**src/rtl/glyph_sequencer.sv**
```systemverilog
`default_nettype none
// ============================================================================
//  Module      : glyph_sequencer
//  Description : Playback controller for a 4-bit 7-segment glyph decoder.
//                A message of up to DEPTH codes is appended through a
//                ready/valid write port while IDLE. A start pulse plays the
//                message: each code is shown for HOLD cycles, then the display
//                is blanked for GAP cycles. The message plays once, ending
//                with a one-cycle done pulse, or repeats while loop is high.
//  Ports       : clk, reset (async, active-high)
//                wr_en/wr_data/wr_ready : append a glyph code (IDLE only)
//                clear  : empty the buffer and abort playback
//                start  : begin playback (IDLE with a non-empty buffer)
//                loop   : repeat instead of finishing (sampled at the end of
//                         the last glyph's gap)
//                code/blank : registered decoder drive, blank overrides code
//                busy   : playback in progress
//                done   : one-cycle pulse at the end of a non-looping playback
//  Revision    : 1.0 - initial release
// ============================================================================
module glyph_sequencer #(
    parameter int DEPTH = 8,
    parameter int HOLD  = 1000,
    parameter int GAP   = 250
) (
    input  logic       clk,
    input  logic       reset,
    input  logic       wr_en,
    input  logic [3:0] wr_data,
    output logic       wr_ready,
    input  logic       clear,
    input  logic       start,
    input  logic       loop,
    output logic [3:0] code,
    output logic       blank,
    output logic       busy,
    output logic       done
);

    localparam int c_IW   = (DEPTH > 1) ? $clog2(DEPTH) : 1;
    localparam int c_LW   = c_IW + 1;
    localparam int c_TMAX = (HOLD > GAP) ? HOLD : GAP;
    localparam int c_TW   = (c_TMAX > 1) ? $clog2(c_TMAX) : 1;

    localparam logic [c_LW-1:0] c_DEPTH_L   = c_LW'(DEPTH);
    localparam logic [c_TW-1:0] c_HOLD_LAST = c_TW'(HOLD - 1);
    localparam logic [c_TW-1:0] c_GAP_LAST  = c_TW'(GAP - 1);

    localparam logic [1:0] c_ST_IDLE = 2'd0;
    localparam logic [1:0] c_ST_SHOW = 2'd1;
    localparam logic [1:0] c_ST_GAP  = 2'd2;

    logic [1:0]      r_state,  w_state_nx;
    logic [c_LW-1:0] r_length, w_length_nx;
    logic [c_IW-1:0] r_index,  w_index_nx;
    logic [c_TW-1:0] r_timer,  w_timer_nx;
    logic [3:0]      r_code,   w_code_nx;
    logic            r_blank,  w_blank_nx;
    logic            r_busy,   w_busy_nx;
    logic            r_done,   w_done_nx;
    logic            r_wr_ready, w_wr_ready_nx;
    logic            w_mem_we;
    logic [c_IW-1:0] w_index_inc;

    // Message storage; contents are meaningless until written, so no reset.
    logic [3:0] r_mem [DEPTH];

    assign w_index_inc = r_index + 1'b1;

    always_ff @(posedge clk) begin
        if (w_mem_we) begin
            r_mem[r_length[c_IW-1:0]] <= wr_data;
        end
    end

    always_ff @(posedge clk or posedge reset) begin
        if (reset) begin
            r_state    <= c_ST_IDLE;
            r_length   <= '0;
            r_index    <= '0;
            r_timer    <= '0;
            r_code     <= 4'd0;
            r_blank    <= 1'b1;
            r_busy     <= 1'b0;
            r_done     <= 1'b0;
            r_wr_ready <= 1'b1;
        end else begin
            r_state    <= w_state_nx;
            r_length   <= w_length_nx;
            r_index    <= w_index_nx;
            r_timer    <= w_timer_nx;
            r_code     <= w_code_nx;
            r_blank    <= w_blank_nx;
            r_busy     <= w_busy_nx;
            r_done     <= w_done_nx;
            r_wr_ready <= w_wr_ready_nx;
        end
    end

    always_comb begin
        w_state_nx  = r_state;
        w_length_nx = r_length;
        w_index_nx  = r_index;
        w_timer_nx  = r_timer;
        w_code_nx   = r_code;
        w_blank_nx  = r_blank;
        w_done_nx   = 1'b0;
        w_mem_we    = 1'b0;

        if (clear) begin
            w_state_nx  = c_ST_IDLE;
            w_length_nx = '0;
            w_index_nx  = '0;
            w_timer_nx  = '0;
            w_blank_nx  = 1'b1;
        end else begin
            case (r_state)
                c_ST_IDLE: begin
                    if (start && (r_length != '0)) begin
                        w_state_nx = c_ST_SHOW;
                        w_index_nx = '0;
                        w_timer_nx = '0;
                        w_code_nx  = r_mem[0];
                        w_blank_nx = 1'b0;
                    end else if (wr_en && r_wr_ready) begin
                        w_mem_we    = 1'b1;
                        w_length_nx = r_length + 1'b1;
                    end
                end
                c_ST_SHOW: begin
                    if (r_timer == c_HOLD_LAST) begin
                        w_state_nx = c_ST_GAP;
                        w_timer_nx = '0;
                        w_blank_nx = 1'b1;
                    end else begin
                        w_timer_nx = r_timer + 1'b1;
                    end
                end
                c_ST_GAP: begin
                    if (r_timer == c_GAP_LAST) begin
                        w_timer_nx = '0;
                        // length is at least 1 whenever GAP is reachable.
                        if ({1'b0, r_index} < (r_length - 1'b1)) begin
                            w_state_nx = c_ST_SHOW;
                            w_index_nx = w_index_inc;
                            w_code_nx  = r_mem[w_index_inc];
                            w_blank_nx = 1'b0;
                        end else if (loop) begin
                            w_state_nx = c_ST_SHOW;
                            w_index_nx = '0;
                            w_code_nx  = r_mem[0];
                            w_blank_nx = 1'b0;
                        end else begin
                            w_state_nx = c_ST_IDLE;
                            w_index_nx = '0;
                            w_done_nx  = 1'b1;
                        end
                    end else begin
                        w_timer_nx = r_timer + 1'b1;
                    end
                end
                default: begin
                    w_state_nx = c_ST_IDLE;
                    w_index_nx = '0;
                    w_timer_nx = '0;
                    w_blank_nx = 1'b1;
                end
            endcase
        end

        // Status flags are registered from the next-state values so they
        // line up with the state they describe.
        w_busy_nx     = (w_state_nx != c_ST_IDLE);
        w_wr_ready_nx = (w_state_nx == c_ST_IDLE) && (w_length_nx < c_DEPTH_L);
    end

    assign code     = r_code;
    assign blank    = r_blank;
    assign busy     = r_busy;
    assign done     = r_done;
    assign wr_ready = r_wr_ready;

endmodule
`default_nettype wire

```
**config.mk**
```make
export PLATFORM = sky130hd
export DESIGN_NAME = glyph_sequencer
export DESIGN_NICKNAME = d
export VERILOG_FILES = /design/src/rtl/glyph_sequencer.sv
export SDC_FILE = /design/constraint.sdc
export NUM_CORES = 1
export LEC_CHECK = 0
export ABC_AREA = 1
export CAP_MARGIN = 20
export CORE_MARGIN = 4
export CORE_UTILIZATION = 59
export DETAILED_ROUTE_END_ITERATION = 10
export PLACE_DENSITY_LB_ADDON = 0.12
export SETUP_SLACK_MARGIN = 0.15
export SYNTH_ARGS = -nofsm -noshare
export SYNTH_HDL_FRONTEND = slang
export SYNTH_SLANG_ARGS = --single-unit
```
**constraint.sdc**
```tcl
create_clock -name clk -period 2.3 [get_ports clk]
set_input_delay 0.46 -clock clk [delete_from_list [all_inputs] [get_ports clk]]
set_output_delay 0.46 -clock clk [all_outputs]
set_load 0.01 [all_outputs]
```
==> key figures <==
Clock network
  – H-tree Lvls: 3
  – CTS root buffer: clkbuf_8
  – Max Root-Sink Buffers: 2
  – Clock Sinks: 59
  – TritonCTS clock tree: yes
  – Worst skew pair latency: roughly 340 ps
  – Clk slew on worst S/H paths: roughly 70 ps
  – Cts bufs inserted: 9

GRT
  – First-pass GRT wire length: about 11000 microns
  – Vias in the first global route: approximately 2200
  – Initial antenna violation count: 0
  – Overflow after GRT: 0
  – Tot GR Track Use: between 20 and 25%
  – Largest net degree at the start of global routing: 28

Detailed routing
  – Routed vias: approximately 2300
  – Wirelength, routed: 6460 microns
  – Wire length per cell: around 15 microns
  – Drt first pass iters: 4
  – Post-route ant nets: 0
  – Via density: approximately 5.4
  – DRC: 0
  – 1st-iter DRT viols: 197

Place
  – Post-Place Setup Slack: approximately 180 ps
  – Final GP Congestion: 0.922
  – Dpl cell area: 3310 sq um
  – IO Port Bufs: 17
  – Post-DP HPWL: 4600 microns

Final layout
  – Core Util, Final: around 74%
  – Share of cells above drive strength 1: between 15 and 20%
  – Footprint of the multi-input gates: 1230 sq um
  – Nets@finish: roughly 370
  – Fill cells: about 350
  – Reg area: approximately 1600 sq um
  – Ant diodes: 0
  – Fin area: 3580 sq um
  – Area grow syn2layout: 17.9%

Worst setup path
  – Endpoint type of the worst setup path: register
  – R2R Path Start: r_length[0]$_DFFE_PP0P_
  – Critical Path Start Type: register
  – R2R depth: 12
  – Critical path required time: roughly 2500 ps
  – WP data arrival: around 2300 ps
  – Worst-path fanout max: 6
  – Crit. Startpoint: r_length[0]$_DFFE_PP0P_
  – Worst R2R End: code[0]$_DFFE_PP0P_
  – Crit Path Class: register to register
  – Reg2reg setup slack: around 250 ps

Power and ir drop
  – Ratio of total power to cell area: 836 nW/um^2
  – Sw Share: 27.5%
  – Combinational share of power: about 20%
  – Static Leak: ~0.0015 uW
  – Flop pwr share: a little over two fifths
  – Clk pwr share: between 30% and 40%
  – NetSw: 822 uW
  – P_int: about 2200 uW
  – Peak supply drop: between 0.0005 and 0.0006 V

Worst hold path
  – Hold endpoint: blank$_DFFE_PP1P_
  – Hold Crit Depth: 2
  – Worst Hold Class: register to register
  – Worst Min Path Start: blank$_DFFE_PP1P_

Floorplan
  – Die Wd: roughly 80 microns
  – Die height: between 70 and 80 microns
  – Die ar.: about 6400 sq um
  – Core box area: roughly 4800 sq um
  – IO Pins: 18
  – Initial Util: between 60% and 70%
  – # rows: 25

Logic synthesis
  – Synthesis-stage register bit count: 59
  – Gate Count Post-Synth: 317
  – Yosys warning total: 0
  – Seq/Total Area, Yosys: 54.0%
  – Mean Syn Cell Area: approximately 9.6 sq um
  – Cell Area, Synth: about 3000 sq um
  – Net Count, Synth: about 340
  – Synth cell types: 37

STA
  – Achievable Freq: between 400 and 500 MHz
  – Clock skew: 7.91 ps
  – Relative slew slack: 63.4%
  – Post-route minimum period: between 2000 and 2500 ps
  – Worst hold slack: 462 ps
  – RSZ-0062 raised after global routing: no
  – Setup-failing EPs final: 0
  – Crit share post-route: around nine tenths
  – Setup_tns: 0 ps
  – Fin worst setup slack: roughly 250 ps
  – Final Hold Fails: 0
  – Worst Max-Slew Pin Slew: roughly 550 ps
  – Max-slew violations: 0

Run status
  – Outcome: finished, final reports clean

Flow run
  – Max-Cap Viols: 0
[cell usage after synthesis]
master / instances / area (sq um)
nor3_1: 8 / 40.0
nand4_1: 10 / 62.6
a21oi_1: 8 / 40.0
o22ai_1: 1 / 6.26
inv_2: 3 / 11.3
dfrtp_1: 25 / 626
nand2_4: 2 / 22.5
o21a_1: 2 / 15.0
inv_4: 1 / 6.26
nor2_1: 47 / 176
nand3_1: 11 / 55.1
o21ai_0: 30 / 150
xor2_1: 6 / 52.6
dfstp_2: 2 / 52.6
and3_1: 1 / 6.26
a31oi_4: 1 / 21.3
inv_1: 30 / 113
nand4_2: 2 / 25.0
nand3b_1: 4 / 30.0
clkbuf_8: 1 / 13.8
buf_2: 1 / 5.00
nor3_2: 1 / 10.0
a31oi_1: 1 / 6.26
o211ai_1: 4 / 30.0
a21oi_2: 1 / 8.76
o21bai_1: 1 / 7.51
nor2_2: 2 / 12.5
nor2_8: 2 / 40.0
xnor2_1: 1 / 8.76
nand2_2: 6 / 37.5
clkbuf_1: 4 / 15.0
o211ai_2: 1 / 12.5
nand2_1: 52 / 195
nand3_2: 1 / 10.0
buf_6: 1 / 11.3
edfxtp_1: 32 / 961
ha_1: 11 / 138
[what timing repair did]
item | 4_1_cts | 5_1_grt
hold buffers | 0 | 0
setup buffers | 0 | 1
endpoints found under the setup margin | 0 | 37
gates resized for setup | 0 | 7
[worst max-delay path by stage]
stage                                  endpoint  slack [ps]  cells past startpoint
after detailed placement  r_mem[1][2]$_DFFE_PP_         180                      7
after CTS                 r_mem[6][1]$_DFFE_PP_         160                     10
after global placement    r_mem[1][1]$_DFFE_PP_         200                      7
final                       code[0]$_DFFE_PP0P_         250                     12
after global routing         wr_ready$_DFF_PP1_         150                     13
after floorplan           r_mem[1][0]$_DFFE_PP_         180                     11
[cell type report]
class	instances	area share [%]
clock buffers	10	3.57
clock inverters	6	3.18
inverters	34	3.71
multi-input cells	217	34.5
flip-flops and latches	59	45.9
well taps	67	2.34
repair buffers	27	6.86
[cells in the final DEF, fill, tap and decap left out, drive strengths merged]
cell type,n
nor3,9
o21a,2
a21oi,9
xor2,6
o22ai,1
clkinv,1
dfrtp,25
buf,10
nor2,51
edfxtp,32
clkdlybuf4s50,17
dfstp,2
nand4,12
a31oi,2
clkbuf,10
bufinv,3
o21ai,30
xnor2,1
o21bai,1
nand3b,4
clkinvlp,2
and3,1
ha,11
nand3,12
o211ai,5
nand2,60
inv,34
[stage by stage]
step	std cells	total power, uW
floorplan	317	1630
global placement	403	1830
detailed placement	403	1840
CTS	419	2980
global route	420	3120
finish	420	2990
[logic make-up after synthesis]
logic type,synth area share [%]
flops,54.0
simple gates,23.8
xor+xnor,2.02
compound gates,9.81
fa+ha+maj,4.54
buf+inv,5.77
[per-layer routing]
| metal | GRT usage, % | wire (microns) |
|---|---|---|
| met1 | 30.6 | 2900 |
| met2 | 35.1 | 3040 |
| met3 | 4.74 | 399 |
| met4 | 10.1 | 121 |
| met5 | 0 | 0 |
[critical path: stages (launching register included)]
cell and delay, ps:
dfrtp_2 450, inv_4 100, ha_2 280, ha_1 260, o21ai_0 80, nand2_1 80, nand2_1 80, a21oi_2 170
nand3_1 100, nand2_2 150, inv_2 60, nand2_1 70, nand2_1 50
[registers in the layout, indices dropped and copies added (netlist names)]
name and flops:
done 1, r_length 4, r_index 3, code 4, busy 1, r_mem 32
r_state 2, wr_ready 1, r_timer 10, blank 1
[power by group through the flow]
stage                     clock (uW)  sequential (uW)  combinational [uW]
after global placement             0             1270                 562
after detailed placement           0             1270                 569
after floorplan                    0             1290                 338
after global routing            1210             1270                 648
final                           1140             1260                 590
after CTS                       1150             1250                 575
No activity file was read; power rests on OpenSTA's default activity.
